### config.mk
export PLATFORM = sky130hd
export DESIGN_NAME = line_raster_engine
export DESIGN_NICKNAME = d
export VERILOG_FILES = /design/src/rtl/line_raster_engine.sv
export SDC_FILE = /design/constraint.sdc
export NUM_CORES = 1
export LEC_CHECK = 0
export CAP_MARGIN = 15
export CELL_PAD_IN_SITES_DETAIL_PLACEMENT = 0
export CELL_PAD_IN_SITES_GLOBAL_PLACEMENT = 2
export CORE_ASPECT_RATIO = 2
export CORE_MARGIN = 4
export CORE_UTILIZATION = 38
export CTS_CLUSTER_SIZE = 20
export DETAILED_ROUTE_END_ITERATION = 10
export GPL_TIMING_DRIVEN = 0
export PLACE_DENSITY = 0.9
export SLEW_MARGIN = 10
export SYNTH_ARGS = -nofsm -noshare
export SYNTH_HDL_FRONTEND = slang
export SYNTH_SLANG_ARGS = --single-unit
### constraint.sdc
create_clock -name clk -period 8.3 [get_ports clk]
set_clock_uncertainty 0.15 [all_clocks]
set_input_delay 1.245 -clock clk [delete_from_list [all_inputs] [get_ports clk]]
set_output_delay 1.245 -clock clk [all_outputs]
set_load 0.02 [all_outputs]
### src/rtl/line_raster_engine.sv
// line_raster_engine: Bresenham line rasteriser for the frame-buffer write path.
// Accepts two arbitrary endpoints, normalises them to a shallow, left-to-right
// line, then steps the major axis one pixel per valid/ready handshake.
// Pixels are always emitted in increasing major-axis order.

module line_raster_engine #(
  parameter int XW = 9,
  parameter int YW = 8
) (
  input  logic          clk,
  input  logic          reset,
  input  logic          start,
  input  logic [XW-1:0] x0_in,
  input  logic [YW-1:0] y0_in,
  input  logic [XW-1:0] x1_in,
  input  logic [YW-1:0] y1_in,
  output logic          busy,
  output logic          done,
  output logic          plot_valid,
  input  logic          plot_ready,
  output logic [XW-1:0] plot_x,
  output logic [YW-1:0] plot_y
);

  // Common internal coordinate width; both axes are zero-extended to it so a
  // steep swap can move an x value into the y slot without losing bits.
  localparam int CW = (XW > YW) ? XW : YW;

  localparam logic [2:0] IDLE  = 3'd0;
  localparam logic [2:0] SETUP = 3'd1;
  localparam logic [2:0] INIT  = 3'd2;
  localparam logic [2:0] DRAW  = 3'd3;
  localparam logic [2:0] DONE  = 3'd4;

  logic [2:0]           state;

  // Command endpoints as latched in IDLE.
  logic [CW-1:0]        lx0, ly0, lx1, ly1;

  // Normalised endpoints: a = major axis, b = minor axis, a0 <= a1.
  logic                 steep;
  logic [CW-1:0]        ea0, eb0, ea1, eb1;

  // Bresenham working state.
  logic [CW:0]          dx, dy;
  logic signed [CW+1:0] err;
  logic                 ystep_neg;
  logic [CW-1:0]        cx, cy;

  logic                 handshake;

  // Setup-stage combinational values.
  logic [CW:0]          abs_dx_c, abs_dy_c;
  logic                 steep_c;
  logic [CW-1:0]        a0_c, b0_c, a1_c, b1_c;
  logic [CW-1:0]        sa0_c, sb0_c, sa1_c, sb1_c;

  // Init-stage combinational values.
  logic [CW:0]          dx_c, dy_c;
  logic signed [CW+1:0] err_init_c;

  // Draw-stage next-pixel values.
  logic signed [CW+1:0] err_dy_c, err_nxt_c;
  logic [CW-1:0]        cx_nxt_c, cy_nxt_c;

  assign handshake = plot_valid && plot_ready;

  // Octant normalisation: decide steepness, swap axes, then order endpoints.
  always_comb begin
    // NOTE: every variable gets a value on every path, otherwise always_comb
    // would infer a latch to hold the old value.
    abs_dx_c = (lx1 >= lx0) ? ({1'b0, lx1} - {1'b0, lx0})
                            : ({1'b0, lx0} - {1'b0, lx1});
    abs_dy_c = (ly1 >= ly0) ? ({1'b0, ly1} - {1'b0, ly0})
                            : ({1'b0, ly0} - {1'b0, ly1});
    steep_c  = abs_dy_c > abs_dx_c;

    a0_c = steep_c ? ly0 : lx0;
    b0_c = steep_c ? lx0 : ly0;
    a1_c = steep_c ? ly1 : lx1;
    b1_c = steep_c ? lx1 : ly1;

    sa0_c = a0_c;
    sb0_c = b0_c;
    sa1_c = a1_c;
    sb1_c = b1_c;
    if (a0_c > a1_c) begin
      sa0_c = a1_c;
      sb0_c = b1_c;
      sa1_c = a0_c;
      sb1_c = b0_c;
    end
  end

  // Deltas and initial error term from the normalised endpoints.
  always_comb begin
    dx_c       = {1'b0, ea1} - {1'b0, ea0};
    dy_c       = (eb1 >= eb0) ? ({1'b0, eb1} - {1'b0, eb0})
                              : ({1'b0, eb0} - {1'b0, eb1});
    err_init_c = -$signed({1'b0, dx_c >> 1});
  end

  // One Bresenham step: advance major axis, step minor axis when the
  // accumulated error reaches zero.
  always_comb begin
    err_dy_c  = err + $signed({1'b0, dy});
    cx_nxt_c  = cx + CW'(1);
    cy_nxt_c  = cy;
    err_nxt_c = err_dy_c;
    if (!err_dy_c[CW+1]) begin
      cy_nxt_c  = ystep_neg ? (cy - CW'(1)) : (cy + CW'(1));
      err_nxt_c = err_dy_c - $signed({1'b0, dx});
    end
  end

  // Control FSM and datapath registers; outputs are registered so they stay
  // stable while the pixel writer stalls.
  always_ff @(posedge clk or posedge reset) begin
    // NOTE: sequential state uses non-blocking assignments so every register
    // samples the pre-edge values of the others.
    if (reset) begin
      state      <= IDLE;
      busy       <= 1'b0;
      done       <= 1'b0;
      plot_valid <= 1'b0;
      plot_x     <= '0;
      plot_y     <= '0;
      lx0        <= '0;
      ly0        <= '0;
      lx1        <= '0;
      ly1        <= '0;
      steep      <= 1'b0;
      ea0        <= '0;
      eb0        <= '0;
      ea1        <= '0;
      eb1        <= '0;
      dx         <= '0;
      dy         <= '0;
      err        <= '0;
      ystep_neg  <= 1'b0;
      cx         <= '0;
      cy         <= '0;
    end else begin
      case (state)
        IDLE: begin
          done <= 1'b0;
          if (start) begin
            lx0   <= CW'(x0_in);
            ly0   <= CW'(y0_in);
            lx1   <= CW'(x1_in);
            ly1   <= CW'(y1_in);
            busy  <= 1'b1;
            state <= SETUP;
          end
        end

        SETUP: begin
          steep <= steep_c;
          ea0   <= sa0_c;
          eb0   <= sb0_c;
          ea1   <= sa1_c;
          eb1   <= sb1_c;
          state <= INIT;
        end

        INIT: begin
          dx         <= dx_c;
          dy         <= dy_c;
          err        <= err_init_c;
          ystep_neg  <= !(eb0 < eb1);
          cx         <= ea0;
          cy         <= eb0;
          plot_x     <= XW'(steep ? eb0 : ea0);
          plot_y     <= YW'(steep ? ea0 : eb0);
          plot_valid <= 1'b1;
          state      <= DRAW;
        end

        DRAW: begin
          if (handshake) begin
            if (cx == ea1) begin
              plot_valid <= 1'b0;
              done       <= 1'b1;
              state      <= DONE;
            end else begin
              cx     <= cx_nxt_c;
              cy     <= cy_nxt_c;
              err    <= err_nxt_c;
              plot_x <= XW'(steep ? cy_nxt_c : cx_nxt_c);
              plot_y <= YW'(steep ? cx_nxt_c : cy_nxt_c);
            end
          end
        end

        DONE: begin
          done  <= 1'b0;
          busy  <= 1'b0;
          state <= IDLE;
        end

        default: begin
          busy       <= 1'b0;
          done       <= 1'b0;
          plot_valid <= 1'b0;
          state      <= IDLE;
        end
      endcase
    end
  end

endmodule

* Word level (Yosys, flattened, before mapping) *
Cells that the tools add are included.
Widths: inputs -> output; s select.

cells by class
  reduce and logical (&&, ||, !) cells = 13
  muxes and demuxes = 45
  bitwise logic cells = 3
  $add $sub $neg = 13
  $lt $le $gt $ge = 6
  eq/ne operators = 9

operators by type and width
  kind                 count
  $mux 9               18
  $pmux 9 s2           3
  $sub 9x9->10         5
  $mux 11              3
  $mux 8               4
  $mux 10              3
  $pmux 11 s2          1
  $add 9x1->9 const B  2
  $ge 9x9->1           2
  $sub 8x8->9          2
  $pmux 8 s2           1
  $pmux 3 s4           1
  $reduce_and 3->1     4
  $add 11x11->11       1
  $neg 9->11           1
  $sub 11x11->11       1
  $gt 10x10->1         1
  $eq 9x9->1           1
  $gt 9x9->1           1
  $lt 9x9->1           1
  $mux 3               3
  $sub 9x1->9 const B  1
  $ge 8x8->1           1
  $ne 2x2->1 const B   4
  14 further kinds     24

storage, ports and cells
  register bits = 144
  output and inout bits = 20
  input bits = 38
  word-level logic and storage cells = 110

* Logic depth before layout (Yosys ltp) *
Gate-level depths: netlist of run 1.

  word-level depth = 7
  depth in mapped cells = 34
  depth with buffers taken out = 30

* Least setup slack after synthesis of run 1 *
Ideal clock, no wire load.

  path type = reg-to-reg
  start = register lx0[4]
  end = register eb1[1]
  library setup time = 143 ps
  setup slack = 1955 ps
  data required time = 8007 ps
  arrival = 6052 ps
  path buffers = 5
  period minus slack after synthesis = 6345 ps
  cell stages (with the launch flop) = 31
  cells stage by stage = dfrtp_1 inv_1 ha_1 buf_6 and2_4 a221o_2 o31ai_4 buf_6 mux2i_1 o2111ai_2 a2111oi_2 o32ai_1 ha_1 nand4_1 nor2_1 a21oi_1 o211ai_1 nand2_1 buf_1 nor2_1 a21oi_1 inv_1 ha_1 a2111oi_0 a211oi_1 a211o_1 o31ai_1 or2_2 clkbuf_1 buf_2 o221ai_1

on the way
  word-level cells in the longest chain between the ends = 6
  elaborated cells on any way between the ends = 11
  those cells by class = add/sub: 2; order compare: 3; mux: 6

RTL lines
  what                                        line    text
  from (decl)                                 38      logic [CW-1:0] lx0, ly0, lx1, ly1;
  from (signal assigned)                      148     lx0 <= CW'(x0_in);
  $sub 9x9->10, or another cell as far along  73      : ({1'b0, lx0} - {1'b0, lx1});
  $mux 10                                     72      abs_dx_c = (lx1 >= lx0) ? ({1'b0, lx1} - {1'b0, lx0})
  $gt 10x10->1                                76      steep_c = abs_dy_c > abs_dx_c;
  $mux 9, on equally long branches            78, 80
  $gt 9x9->1                                  87      if (a0_c > a1_c) begin
  $mux 9 *                                    87
  to (signal assigned)                        136     eb1 <= '0;
  to (signal assigned)                        162     eb1 <= sb1_c;
  to (decl)                                   42      logic [CW-1:0] ea0, eb0, ea1, eb1;

Mark *: on every way between the ends. The rest lies on a longest branch, timed or not.
A chain may end at the register's enable or synchronous reset.

* Worst setup path after layout of run 1 *
  start = register lx1[0]
  end = register eb0[1]

on the way
  word-level cells in the longest chain between the ends = 6
  elaborated cells on any way between the ends = 11
  those cells by class = add/sub: 2; order compare: 3; mux: 6

RTL lines
  what                                        line    text
  from (decl)                                 38
  from (signal assigned)                      150     lx1 <= CW'(x1_in);
  $sub 9x9->10, or another cell as far along  73
  $mux 10                                     72
  $gt 10x10->1                                76
  $mux 9, on equally long branches            78, 80
  $gt 9x9->1                                  87
  $mux 9 *                                    87
  to (signal assigned)                        134     eb0 <= '0;
  to (signal assigned)                        160     eb0 <= sb0_c;
  to (decl)                                   42

Marks and branches as above.

==> flow_summary_export.csv, run 1 <==
group,metric,value,unit
outcome,status,"finished clean",
placement,hpwl,33.21,mm
route,via_per_inst,5.778,
placement,dp.cells,1736,
critical_path,worstPathArrival,7.89,ns
timing,setup_viol,0,
cells_and_area,layout.cells.non_filler,1767,
cells_and_area,final_util,44.60,%
timing,fmax,0.1301,GHz
floorplanning,ios,58,
critical_path,slowest_delay,0.47,ns
placement,port_buffers,57,
yosys,synth_cells,1317,
min_path,worstHoldStart,"done",
route,drcViolationCount,0,
yosys,syn_area_per_cell,8.452,um2
yosys,async_reset_ff_share,100.0,%
timing,worstMarginPinSlew,0.8003,ns
timing,tns,0,ns
cells_and_area,area_growth,15.59,%
grt,grt_pass1_wl,61.58,mm
critical_path,crit_type,"reg -> reg",
yosys,yosysUniqueCellTypes,77,
critical_path,critPathRequiredTime,8.51,ns
timing,finalHoldViolations,0,
yosys,netlist.area_leader.share,32.37,%
critical_path,crit_path_end_kind,"flop",
job,drv_cap,0,
yosys,yosys_warnings,0,
yosys,synth_edf_count,0,
timing,fin_crit,7.688,ns
placement,place_congestion,0.9418,
route,ant_nets,0,
floorplanning,die-area,32260,um2
floorplanning,start_util,38.58,%
grt,grt_start_max_net_pins,104,
timing,rsz0062_at_grt,"false",
timing,slew_viol_final,0,
yosys,ys_seq_elements,144,
yosys,synth_area,11130,um2
critical_path,start_kind,"flop",
route,wl,40.23,mm
grt,grt_antenna_before_repair,0,
floorplanning,core_area,28850,um2
yosys,post-synth-top-count-cell,"nand2_1",
clock_network,clock_path_buffers,2,
critical_path,crit_slowest_cell,"a2111oi_2",
route,wl_per_cell,22.77,um
min_path,hold_path_class,"reg -> reg",
critical_path,reg2reg_from,"lx1[0]",
cells_and_area,antenna_cells,0,
yosys,synthTopCellsByCount,"nand2_1 (159), dfrtp_1 (144), a21oi_1 (116)",
route,vias,10210,
yosys,yosysSeqAreaShare,32.37,%
floorplanning,die_x,129.0,um
clock_network,htree_levels,4,
cells_and_area,final_layout_size_suffix_gt1_share,5.970,%
grt,grt_overflow,0,
clock_network,root_buffer,"clkbuf_16",
timing,min_period_over_period,92.62,%
yosys,synth_nets,1474,
floorplanning,die_h,250.0,um
clock_network,clock_latency,0.45,ns
yosys,synth_top_cell_by_area,"dfrtp_1",
grt,gr-usage-all-layers,25.52,%
route,drt_first_pass_iters,6,
clock_network,clk_pin_slew,0.06,ns
yosys,synth-main-ff-cell,"dfrtp_1",
floorplanning,num_rows,88,
timing,slew_headroom,45.95,%
cells_and_area,layout.nets,1552,
grt,first_global_vias,10690,
clock_network,clock-sinks,144,
yosys,synth_area_leaders,"dfrtp_1 (32%), ha_1 (12%), nand2_1 (5.4%), a21oi_1 (5.2%), o21ai_0 (4.7%)",
critical_path,critPathLaunch,"lx1[0]",
clock_network,cts_buffers,17,
clock_network,cts_tree,"yes",
clock_network,hold_buffers,0,
route,drt-initial-drc-count,525,
critical_path,crit_fanout,10,
logic make-up after synthesis:
kind of cell               after synthesis  synth area share (%)
buffers and inverters                  171                 6.003
muxes                                   43                 3.991
adders and majority gates              119                 14.05
AOI/OAI and AO/OA                      410                 24.02
xor gates and xnor gates                62                 4.946
DFF                                    144                 32.37
and+or+nand+nor                        368                 14.61
flip-flops by register name, indices dropped and copies added, names as in the netlist, 3 cells and up:
signal and flops:
dy 10, plot_y 8, err 11, ly0 8
ly1 8, cy 9, eb1 9, lx1 9
lx0 9, eb0 9, dx 10, cx 9
ea0 9, plot_x 9, ea1 9, state 3
critical path, delay by kind of cell (launching register included):
| kind | cells | cell delay [ns] |
|---|---|---|
| AND/OR/NAND/NOR | 6 | 0.94 |
| adder cells (fa/ha/maj) | 4 | 1.23 |
| buffers and inverters | 5 | 1.00 |
| flip-flops | 1 | 0.41 |
| AO/OA/AOI/OAI | 15 | 3.56 |
| multiplexers | 1 | 0.28 |
area by class of cell:
cell class / count / area [um2]
inverter: 107 / 409.1
fill: 2948 / 15980
timing repair buffer: 59 / 603.1
tap: 360 / 450.4
clock inverter: 10 / 183.9
multi-input combinational: 1002 / 6883
buffer: 64 / 272.8
sequential: 144 / 3603
clock buffer: 21 / 460.4
placed cells by master, fill, tap and decap left out, types with 5 or more instances in the layout:
cell             netlist  routed
a21oi_1              116     115
o221ai_1              43      43
nand2b_1               5       5
buf_2                  9       9
o31ai_1                8       8
ha_1                 109     109
o21a_1                11      11
and2_1                 6       6
nor2b_1               12      12
clkbuf_16              0      17
inv_1                106     105
a211oi_1              11      11
clkbuf_1              47      48
and3_1                 6       6
a221oi_1               5       5
mux2_2                11      11
o21ai_0              105     105
nor3_1                27      27
nand4_1                7       7
nand2_1              159     158
a31oi_1               11      11
dfrtp_1              144     144
o211ai_1              11      11
xor2_1                28      28
bufinv_16              0       5
a22o_1                 5       5
nand3_1               24      24
a21o_1                25      25
clkdlybuf4s50_1        0      57
nor2_1               100      99
mux2i_1               32      32
o2111ai_1              6       6
xnor2_1               33      33
a211o_1                5       5
fa_1                  10      10
through the flow:
stage | setup slack [ns] | hold WS (ns) | cell area, um2
2_1_floorplan | 1.955 | 0.2998 | 11130
3_3_place_gp | 0.4005 | 0.3137 | 12150
3_5_place_dp | 0.3515 | 0.3228 | 12200
4_1_cts | 0.3167 | 0.3357 | 12840
5_1_grt | 0.03241 | 0.3465 | 12870
6_report | 0.6124 | 0.3305 | 12870
final timing paths:
| check | end | slack [ns] | cells after the start |
|---|---|---|---|
| max in group asynchronous | plot_y[4] | 6.10 | 3 |
| min in group asynchronous | dy[2] | 1.03 | 2 |
| min reg2reg | done | 0.33 | 1 |
| max reg2reg | eb0[1] | 0.61 | 31 |
| max | eb0[1] | 0.61 | 31 |
| min | done | 0.33 | 1 |
timing repair:
action / 4_1_cts / 5_1_grt
buffers inserted: 0 / 0
resized for setup: 0 / 10
endpoints found under the setup margin: 0 / 32
per-layer routing:
metal	GRT usage, %	share of wire [%]	wire [um]	vias to the layer above
met1	22.03	31	12490	4927
li1	-	-	-	4858
met4	22.14	10	4034	0
met3	3.684	2.9	1155	140
met2	48.55	56	22560	285
met5	0	0	0	-
Power of run 1 is not shown: default switching activity piles up to over one toggle a cycle in this logic, so the estimate is an artifact.
==> run 2: changes to the inputs <==
- SLEW_MARGIN: 10 -> 20
==> run 2 against run 1 <==
Setup slack better by 0.020 ns; critical path depth up 2; global-route usage down 0.088 points; flip-flop and latch count unchanged; final cell count about the same; design area down 0.25%; register-to-register slack better by 0.02 ns; worst hold slack about the same; critical path type unchanged.
==> flow_summary_export.csv, run 2 (synthesized netlist as in run 1, its figures left out) <==
group,metric,value,unit
clock_network,cts_buffers,17,
floorplanning,die_h,250.0,um
floorplanning,die_x,129.0,um
grt,grt_pass1_wl,61.49,mm
clock_network,clk_pin_slew,0.06,ns
floorplanning,start_util,38.58,%
placement,port_buffers,57,
placement,dp.cells,1736,
grt,met2_usage,49.35,%
job,drv_cap,0,
min_path,worstHoldStart,"done",
timing,rsz0062_at_grt,"false",
grt,grt_overflow,0,
timing,worstMarginPinSlew,0.8325,ns
route,via_per_inst,5.773,
placement,hpwl,33.23,mm
clock_network,root_buffer,"clkbuf_16",
critical_path,rr_endpoint,"eb1[1]",
clock_network,clock_latency,0.44,ns
critical_path,start_kind,"flop",
timing,tns,0,ns
cells_and_area,layout.cells.non_filler,1768,
timing,fin_crit,7.668,ns
min_path,min_path_cells,1,
route,drcViolationCount,0,
cells_and_area,regMostFlops,"err",
cells_and_area,final_layout_size_suffix_gt1_share,6.037,%
route,wl_per_cell,22.69,um
critical_path,slowest_delay,0.44,ns
timing,finalHoldViolations,0,
route,vias,10210,
timing,fmax,0.1304,GHz
floorplanning,num_rows,88,
cells_and_area,n_fill_cell,2945,
grt,gr-usage-all-layers,25.43,%
floorplanning,core_area,28850,um2
critical_path,crit_path_end_kind,"flop",
critical_path,cp_common_cell,"a21oi_1",
grt,grt_antenna_before_repair,0,
critical_path,crit_slowest_cell,"o32ai_1",
cells_and_area,largest_register_ffs,11,
critical_path,r2r_setup_slack,0.63,ns
outcome,status,"finished clean",
min_path,hold_end,"done",
clock_network,cts_setup_buffers,0,
cells_and_area,multiInputGateArea,6882,um2
placement,place_congestion,0.9418,
route,drt_first_pass_iters,7,
cells_and_area,layout.nets,1552,
cells_and_area,top_regs,"err: 11 flops, dx: 10 flops, dy: 10 flops",
critical_path,reg2reg_depth,33,
clock_network,htree_levels,4,
route,drt-initial-drc-count,584,
critical_path,critPathRequiredTime,8.43,ns
cells_and_area,antenna_cells,0,
timing,slew_viol_final,0,
route,wl,40.11,mm
critical_path,reg2reg_from,"lx1[0]",
cells_and_area,area_growth,15.30,%
route,ant_nets,0,
grt,first_global_vias,10770,
cells_and_area,layout_common_cells,"nand2_1 (157), dfrtp_1 (144), a21oi_1 (114), ha_1 (109), inv_1 (105)",
timing,min_period_over_period,92.38,%
clock_network,clock-sinks,144,
clock_network,clock_path_buffers,2,
timing,slew_headroom,43.77,%
timing,setup_viol,0,
critical_path,crit_type,"reg -> reg",
cells_and_area,area.sequential,3603,um2
grt,gr-max-usage-layer,"met2",
grt,grtUsageMet1,22.36,%
grt,grt_start_max_net_pins,100,
cells_and_area,layout_commonest_cell,"nand2_1",
critical_path,crit_fanout,10,
critical_path,worstPathArrival,7.80,ns
floorplanning,ios,58,
clock_network,cts_tree,"yes",
floorplanning,die-area,32260,um2
min_path,hold_path_class,"reg -> reg",
grt,use_met3,2.741,%
[run 2: worst max-delay path: cells and delay by family, from the launching register on]
family | cells | cell delay [ns]
and+or+nand+nor | 7 | 1.02
DFF | 1 | 0.41
buffers and inverters | 6 | 1.13
muxes | 1 | 0.28
AOI/OAI and AO/OA | 15 | 3.28
adders and majority gates | 4 | 1.25
[run 2: per-stage QoR]
stage	hold slack [ns]	utilization (%)	area [um2]	worst slack [ns]
after detailed placement	0.3228	42.28	12200	0.3415
after global routing	0.3445	44.49	12830	0.04232
after floorplan	0.2998	-	11130	1.955
after CTS	0.3361	44.41	12810	0.3166
after global placement	0.3137	42.12	12150	0.4005
final	0.3307	44.49	12830	0.6322
[run 2: what timing repair did]
action	4_1_cts	5_1_grt
hold buffers	0	0
resized for setup	0	12
endpoints found under the hold margin	0	0
setup endpoints to repair	0	32
[run 2: layout make-up]
cell class	instances	area share (%)
tap	360	3.510
timing repair buffer	59	4.699
clock inverter	11	1.267
clock buffer	21	3.510
multi-input combinational	1002	53.62
inverter	107	3.188
buffer	64	2.125
sequential	144	28.08
[run 2: worst max-delay path by stage]
stage	cells after the start	startpoint	slack, ns	endpoint
final	33	lx1[0]	0.63	eb1[1]
after global routing	30	lx1[0]	0.04	eb0[0]
after detailed placement	33	lx1[0]	0.34	eb0[1]
after CTS	33	lx1[0]	0.32	eb0[1]
after floorplan	30	lx0[4]	1.96	eb1[1]
after global placement	34	lx1[0]	0.40	eb1[1]
[run 2: metal layers]
layer	vias to the layer above	part of all wire (%)	wire length, um
met4	0	9.6	3833
met1	4944	31	12520
li1	4859	-	-
met2	272	57	22860
met5	-	0	0
met3	131	2.3	907
Power of run 2 is left out for the same reason.
==> run 3: changes to the inputs <==
- CORE_UTILIZATION: 38 -> 39
- CTS_BUF_LIST: not set -> sky130_fd_sc_hd__clkbuf_8
- PLACE_DENSITY: 0.9 -> 0.92
- SETUP_SLACK_MARGIN: not set -> 0.15
==> run 3 against run 2 <==
Setup slack lost 0.019 ns; critical path depth is 1 lower; worst hold slack better by 0.0087 ns; routed wire length grew 0.16%; final cell count is essentially flat; flip-flop and latch count did not move; design area decreased by 1.2%; first-iteration DRC count shrank 8.7%; global-route usage up 0.10 points; critical endpoint is now eb1[4]; highest routed layer unchanged.
==> flow_summary_export.csv, run 3 (synthesized netlist as in run 1, its figures left out) <==
group,metric,value,unit
critical_path,crit_slowest_cell,"fa_1",
floorplanning,die-area,31470,um2
placement,hpwl,33.39,mm
route,vias,10240,
critical_path,critPathRequiredTime,8.48,ns
floorplanning,num_rows,87,
route,drt_first_pass_iters,6,
clock_network,htree_levels,4,
grt,gr-usage-all-layers,25.53,%
floorplanning,core_area,28190,um2
route,wl_per_cell,22.74,um
timing,fin_crit,7.686,ns
timing,fmax,0.1301,GHz
clock_network,cts_tree,"yes",
timing,rsz0062_at_grt,"false",
grt,first_global_vias,10750,
clock_network,clk_pin_slew,0.08,ns
cells_and_area,top_regs,"err: 11 flops, dx: 10 flops, dy: 10 flops",
grt,grt_pass1_wl,60.41,mm
critical_path,start_kind,"flop",
cells_and_area,area_growth,13.93,%
route,ant_nets,0,
floorplanning,die_h,246.9,um
outcome,status,"finished clean",
critical_path,crit_fanout,10,
grt,grt_start_max_net_pins,100,
clock_network,cts_buffers,17,
critical_path,slowest_delay,0.42,ns
route,drcViolationCount,0,
timing,setup_viol,0,
timing,slew_viol_final,0,
route,via_per_inst,5.793,
route,drt-initial-drc-count,533,
timing,tns,0,ns
placement,port_buffers,57,
cells_and_area,largest_register_ffs,11,
floorplanning,start_util,39.48,%
critical_path,crit_type,"reg -> reg",
cells_and_area,layout.nets,1554,
floorplanning,ios,58,
timing,finalHoldViolations,0,
job,drv_cap,0,
route,wl,40.18,mm
min_path,hold_path_class,"reg -> reg",
clock_network,clock-sinks,144,
clock_network,clock_path_buffers,2,
timing,min_period_over_period,92.61,%
timing,slew_headroom,46.44,%
timing,worstMarginPinSlew,0.8034,ns
clock_network,root_buffer,"clkbuf_8",
clock_network,clock_latency,0.49,ns
cells_and_area,layout_commonest_cell,"nand2_1",
critical_path,crit_path_end_kind,"flop",
cells_and_area,layout_common_cells,"nand2_1 (157), dfrtp_1 (144), a21oi_1 (113), inv_1 (109), ha_1 (109)",
cells_and_area,final_layout_size_suffix_gt1_share,6.241,%
grt,grt_overflow,0,
critical_path,worstPathArrival,7.87,ns
grt,grt_antenna_before_repair,1,
floorplanning,die_x,127.5,um
timing,hold_slack,0.3394,ns
cells_and_area,regMostFlops,"err",
placement,place_congestion,0.9425,
run 3: changes by cell type in the layout (fill, tap and decap cells not counted), sizes merged:
cell,before,now
inv,106,110
clkbuf,71,69
clkinv,8,6
buf,16,17
clkinvlp,0,1
diode,0,1
run 3: layout make-up:
class	instances	area, um2
tap	356	445.4
timing repair buffer	61	618.1
multi-input combinational	1002	6904
buffer	64	275.3
fill	2824	15510
inverter	107	409.1
clock inverter	14	175.2
clock buffer	18	247.7
antenna	1	2.502
sequential	144	3603
run 3: final timing paths:
check / slack [ns] / startpoint / cells past startpoint / endpoint
max: 0.61 / lx1[0] / 32 / eb1[4]
min: 0.34 / dy[0] / 2 / dy[0]
max reg2reg: 0.61 / lx1[0] / 32 / eb1[4]
min reg2reg: 0.34 / dy[0] / 2 / dy[0]
max in group asynchronous: 6.16 / reset / 3 / cx[2]
min in group asynchronous: 1.00 / reset / 2 / ly0[3]
run 3: repair_timing:
action | 4_1_cts | 5_1_grt
resized for setup | 1 | 13
hold buffers | 0 | 0
setup endpoints to repair | 13 | 32
pin swaps | 0 | 2
setup buffers | 0 | 2
run 3: worst max-delay path, delay by kind of cell (launching register included):
| kind | cells | cell delay, ns |
|---|---|---|
| buffers and inverters | 7 | 1.20 |
| flip-flops | 1 | 0.41 |
| AO/OA/AOI/OAI | 13 | 3.01 |
| multiplexers | 1 | 0.29 |
| AND/OR/NAND/NOR | 7 | 1.20 |
| adder cells (fa/ha/maj) | 4 | 1.25 |
run 3: metrics by stage:
| step | util [%] | setup WS, ns | instances | area [um2] |
|---|---|---|---|---|
| CTS | 44.77 | 0.3244 | 1764 | 12620 |
| detailed placement | 43.25 | 0.1746 | 1732 | 12190 |
| finish | 44.98 | 0.6136 | 1767 | 12680 |
| global placement | 43.08 | 0.1734 | 1730 | 12150 |
| floorplan | - | 1.955 | 1317 | 11130 |
| global route | 44.98 | 0.1651 | 1767 | 12680 |
run 3: metal layers:
layer	global-route usage, %	share of wire [%]
met1	21.19	31
met5	0	0
met2	51.24	57
met4	21.26	9.6
met3	2.918	2.5
Power of run 3 is left out for the same reason.
